<file path="src/rtl/offload_pack.sv">
// Packs a stream of REG_SIZE-bit host words into one 16-word offload packet.
// Words NUM_REGS..14 are zero and word 15 carries PKT_MAGIC.
module offload_pack #(
    parameter int                   NUM_REGS  = 14,
    parameter int                   REG_SIZE  = 32,
    parameter logic [REG_SIZE-1:0]  PKT_MAGIC = 32'h0FFA0FFB
) (
    input  logic                     clk,
    input  logic                     reset_n,
    input  logic                     s_axis_tvalid,
    output logic                     s_axis_tready,
    input  logic [REG_SIZE-1:0]      s_axis_tdata,
    input  logic [REG_SIZE/8-1:0]    s_axis_tkeep,
    input  logic                     s_axis_tlast,
    output logic                     m_axis_tvalid,
    input  logic                     m_axis_tready,
    output logic [16*REG_SIZE-1:0]   m_axis_tdata,
    output logic [2*REG_SIZE-1:0]    m_axis_tkeep,
    output logic                     m_axis_tlast,
    output logic [15:0]              pkt_count,
    output logic [7:0]               short_count,
    output logic [3:0]               dbg
);
    localparam int             IW       = (NUM_REGS > 1) ? $clog2(NUM_REGS) : 1;
    localparam int             PAD      = 16 - NUM_REGS;
    localparam logic [IW-1:0]  LAST_IDX = IW'(NUM_REGS - 1);

    logic [NUM_REGS-1:0][REG_SIZE-1:0] asm_q, asm_d;
    logic                              asm_last_q, asm_last_d;
    logic                              asm_full_q, asm_full_d;
    logic [IW-1:0]                     idx_q, idx_d;
    logic                              tready_q, tready_d;
    logic                              m_valid_q, m_valid_d;
    logic [16*REG_SIZE-1:0]            m_data_q, m_data_d;
    logic [2*REG_SIZE-1:0]             m_keep_q, m_keep_d;
    logic                              m_last_q, m_last_d;
    logic [15:0]                       pkt_q, pkt_d;
    logic [7:0]                        short_q, short_d;
    logic                              seen_q, seen_d;

    logic [REG_SIZE-1:0] masked;
    logic                accept, xfer, hs;

    always_comb begin
        masked = s_axis_tdata;
        for (int b = 0; b < REG_SIZE/8; b++)
            if (!s_axis_tkeep[b]) masked[b*8 +: 8] = 8'h00;

        accept = s_axis_tvalid & tready_q;
        xfer   = asm_full_q & (!m_valid_q | m_axis_tready);
        hs     = m_valid_q & m_axis_tready;

        asm_d      = asm_q;
        asm_last_d = asm_last_q;
        asm_full_d = asm_full_q;
        idx_d      = idx_q;
        m_valid_d  = m_valid_q;
        m_data_d   = m_data_q;
        m_keep_d   = m_keep_q;
        m_last_d   = m_last_q;
        pkt_d      = pkt_q;
        short_d    = short_q;
        seen_d     = seen_q;

        // Clearing the buffer on transfer is what zero-pads short packets.
        if (xfer) begin
            m_data_d   = {PKT_MAGIC, {(PAD-1)*REG_SIZE{1'b0}}, asm_q};
            m_last_d   = asm_last_q;
            m_keep_d   = '1;
            m_valid_d  = 1'b1;
            asm_full_d = 1'b0;
            asm_d      = '0;
        end else if (hs) begin
            m_valid_d  = 1'b0;
        end

        if (hs) pkt_d = pkt_q + 16'd1;

        // accept and xfer are exclusive: accept needs !asm_full, xfer needs asm_full.
        if (accept) begin
            asm_d[idx_q] = masked;
            if (idx_q == LAST_IDX || s_axis_tlast) begin
                asm_full_d = 1'b1;
                asm_last_d = s_axis_tlast;
                idx_d      = '0;
                if (s_axis_tlast && idx_q != LAST_IDX) begin
                    seen_d = 1'b1;
                    if (short_q != 8'hFF) short_d = short_q + 8'd1;
                end
            end else begin
                idx_d = idx_q + 1'b1;
            end
        end

        // Registered ready so it reads 0 during reset and rises one cycle after release.
        tready_d = !asm_full_d;
    end

    always_ff @(posedge clk or negedge reset_n) begin
        if (!reset_n) begin
            asm_q      <= '0;
            asm_last_q <= 1'b0;
            asm_full_q <= 1'b0;
            idx_q      <= '0;
            tready_q   <= 1'b0;
            m_valid_q  <= 1'b0;
            m_data_q   <= '0;
            m_keep_q   <= '0;
            m_last_q   <= 1'b0;
            pkt_q      <= '0;
            short_q    <= '0;
            seen_q     <= 1'b0;
        end else begin
            asm_q      <= asm_d;
            asm_last_q <= asm_last_d;
            asm_full_q <= asm_full_d;
            idx_q      <= idx_d;
            tready_q   <= tready_d;
            m_valid_q  <= m_valid_d;
            m_data_q   <= m_data_d;
            m_keep_q   <= m_keep_d;
            m_last_q   <= m_last_d;
            pkt_q      <= pkt_d;
            short_q    <= short_d;
            seen_q     <= seen_d;
        end
    end

    assign s_axis_tready = tready_q;
    assign m_axis_tvalid = m_valid_q;
    assign m_axis_tdata  = m_data_q;
    assign m_axis_tkeep  = m_keep_q;
    assign m_axis_tlast  = m_last_q;
    assign pkt_count     = pkt_q;
    assign short_count   = short_q;
    assign dbg           = {m_valid_q & !m_axis_tready, seen_q, m_valid_q, asm_full_q};

endmodule

</file>
<file path="config.mk">
export PLATFORM = sky130hd
export DESIGN_NAME = offload_pack
export DESIGN_NICKNAME = d
export VERILOG_FILES = /design/src/rtl/offload_pack.sv
export SDC_FILE = /design/constraint.sdc
export NUM_CORES = 1
export LEC_CHECK = 0
export BUFFER_PORTS_ARGS = -buffer_cell sky130_fd_sc_hd__buf_2
export CORE_AREA = 2 2 324 326
export CTS_BUF_LIST = sky130_fd_sc_hd__clkbuf_2
export CTS_CLUSTER_DIAMETER = 80
export DETAILED_ROUTE_END_ITERATION = 7
export DIE_AREA = 0 0 326 328
export PLACE_DENSITY = 0.62
export SLEW_MARGIN = 40
export SYNTH_ARGS = -nofsm -noshare
export SYNTH_HDL_FRONTEND = slang
export SYNTH_SLANG_ARGS = --single-unit
export TNS_END_PERCENT = 50
</file>
<file path="constraint.sdc">
create_clock -name clk -period 4.18 [get_ports clk]
set_input_delay 0.209 -clock clk [delete_from_list [all_inputs] [get_ports clk]]
set_output_delay 0.209 -clock clk [all_outputs]
set_load 0.01 [all_outputs]
</file>
==> impl_metrics.toml <==
[timing]
relSlewSlack = 0.362
timing.final.crit_share = 0.671
hold_viol_final = 0
hold_ws_ns = 0.381
finalClockSkew_ns = 0.110
worst_slew_pin_slew_ns = 0.957
fin_tns_setup_ns = 0
finalSetupViolations = 0
grt_setup_unrepaired = "false"
timing.fmax_ghz = 0.357
post-route-min-period_ns = 2.80
final-max-slew-violation-count = 0

[global_routing]
grt_max_degree = 152
grt_overflow = 0
antenna_found_initial = 8
grt_pass1_wl_um = 150000
grt_pass1_vias = 23900
grt_usage = 0.186

[logic_synthesis]
netlist_area_um2 = 35900
synth_top_flop_cell = "dfrtp_1"
yosysMostFrequentCell = "dfrtp_1"
ys_ff_latch = 931
synth-edff-count = 0
synthCells = 2791
seq_area_frac_synth = 0.648
netlist.area_leader.share = 0.648
synth_area_leaders = "dfrtp_1, mux2_2, nand3_1, o21ai_0, buf_4"
synth_commonest_cells = "dfrtp_1, nand3_1, mux2_2"
synth_cell_type_count = 39
synth.avg_cell_area_um2 = 12.9
synth_warnings = 0
yosysTopAreaCell = "dfrtp_1"
async_flop_share = 1.00

[setup_path]
slowest_stage = "dlygate4sd3_1"
critical_path_buf_inv_count = 7
worstPathCellList = "dlygate4sd3_1 > dlygate4sd3_1 > buf_2 > dlygate4sd3_1 > and2_1 > buf_4 > nand3_2 > buf_4 > nand3_1 > o21ai_1 > dlygate4sd3_1"
critPathMaxStageDelay_ns = 0.58
start_kind = "input pin"
critPathMostFrequentCell = "dlygate4sd3_1"
critPathArrivalTime_ns = 4.25
setup.worst_path.end_class = "register"
critPathRequiredTime_ns = 5.63
criticalPathCategory = "input pin to register"
critPathTopFamily = "buffers and inverters"
cp_max_fo = 64

[clocking]
cts_inserted_buffers = 234
cts_tree = "done"
cts-root-buf = "clkbuf_2"
cts_buffer_depth = 3
clock_sinks = 931
htreeDepth = 4
clock_latency_ns = 1.52
cts.reportedPaths.clkPinSlew_ns = 0.11

[run_status]
status = "finished, final reports clean"

[route]
wire_per_inst_um = 19.9
drtAntennaViolNets = 0
dr.pass1.iters = 5
via_per_inst = 4.80
wl_um = 100000
initialDrtViolationCount = 1369
via_count = 24100
drcViolationCount = 0

[cells_and_area]
layout-drive-gt1-share = 0.408
final_area_um2 = 42600
fin_nets = 3516
areaGrowthSynthToFinish_pct = 18.5
final_cells = 5019
fill_cells = 9875

[placed_design]
globalplace.congestion = 0.784
dp.cells = 4514
place.detailed.hpwl_um = 64300
placedInstanceArea_um2 = 39500
io_buffers = 604

[power]
leakage_nw = 22.3
power.density_nw_per_um2 = 426
vdd_drop_max_v = 0.000327

[floorplan]
core-area_um2 = 103000
die_area_um2 = 107000
start_util = 0.348
fp.dieH_um = 328
io_pins = 648
core.rowCount = 118
die_w_um = 326

[flow_run]
cap_viol_max_count = 0

[min_path]
hp-class = "input pin to register"
[layer usage]
metal | GRT usage | vias to the layer above | routed length [µm]
li1 | - | 11100 | -
met1 | 0.222 | 12000 | 40000
met2 | 0.305 | 741 | 49100
met3 | 0.0548 | 233 | 6160
met4 | 0.0952 | 2 | 4770
met5 | 0 | - | 7
[worst min-delay path: cells and delay by family]
kind                   cells  cell delay, ns
AND/OR/NAND/NOR            1            0.05
buffers and inverters      4            1.38
AO/OA/AOI/OAI              1            0.17
[sequential cells by signal (all words and copies together) (netlist names)]
register	flops
m_axis_tvalid	1
asm_full_q	1
pkt_count	16
seen_q	1
s_axis_tready	1
m_axis_tdata	448
m_axis_tlast	1
idx_q	4
short_count	8
asm_last_q	1
m_axis_tkeep	1
asm_q	448
[power by group]
group / internal [W] / switching [W] / total, W / leakage, nW
Sequential: 0.00953 / 0.000317 / 0.00984 / 12.9
Clock: 0.00242 / 0.00368 / 0.00610 / 1.58
Combinational: 0.000828 / 0.00137 / 0.00220 / 7.85
[repair_timing]
item / 4_1_cts / 5_1_grt
hold endpoints to repair: 1862 / 40
setup endpoints to repair: 0 / 0
gates resized for setup: 0 / 0
hold buffers: 96 / 2
buffers inserted: 0 / 0
[path summary, 6_finish.rpt]
kind	start	end	slack (ns)	depth (start not counted)
max in group asynchronous	reset_n	m_axis_tdata[284]	2.60	7
max reg2reg	idx_q[1]	asm_last_q	1.42	7
min reg2reg	asm_q[177]	m_axis_tdata[177]	0.44	1
max	s_axis_tvalid	asm_q[115]	1.38	11
min in group asynchronous	reset_n	m_axis_tdata[442]	0.39	5
min	s_axis_tdata[16]	asm_q[272]	0.38	6
[kinds of logic after synthesis]
logic type	Yosys count	synth area share
flops	931	0.648
simple gates	556	0.0774
compound gates	459	0.0647
mux	454	0.142
buf+inv	365	0.0605
xor+xnor	19	0.00463
fa+ha+maj	6	0.00209
other cells	1	0.000104
[area by class of cell]
| cell class | instances | area [µm²] | share of cell area |
|---|---|---|---|
| antenna | 8 | 20.0 | 0.000470 |
| clock buffer | 339 | 1700 | 0.0398 |
| clock inverter | 59 | 368 | 0.00864 |
| inverter | 6 | 22.5 | 0.000529 |
| multi-input combinational | 1537 | 10700 | 0.252 |
| sequential | 931 | 23300 | 0.547 |
| tap | 1380 | 1730 | 0.0405 |
| timing repair buffer | 759 | 4720 | 0.111 |
[metrics by stage]
| stage | worst slack (ns) | total power [W] | utilization |
|---|---|---|---|
| after CTS | 1.10 | 0.0185 | 0.412 |
| final | 1.38 | 0.0181 | 0.413 |
| after global placement | 1.79 | 0.0121 | 0.382 |
| after floorplan | 2.04 | 0.0112 | - |
| after detailed placement | 1.73 | 0.0122 | 0.383 |
| after global routing | 1.08 | 0.0191 | 0.413 |
[cell usage in the layout, fill, tap and decap left out, types with 23 or more instances in the layout]
cell           synthesis  layout
buf_2                 87     606
buf_4                183      37
clkbuf_2               1     339
clkinv_1               0      42
conb_1                 1      43
dfrtp_1              931     930
dlygate4sd3_1          0      92
mux2_1                43      43
mux2_2               411     411
nand2_1               50      23
nand2_2                0      27
nand3_1              464     457
o21ai_0              333     333
o21ai_1              118     118
Power figures use the tool's default switching activity.
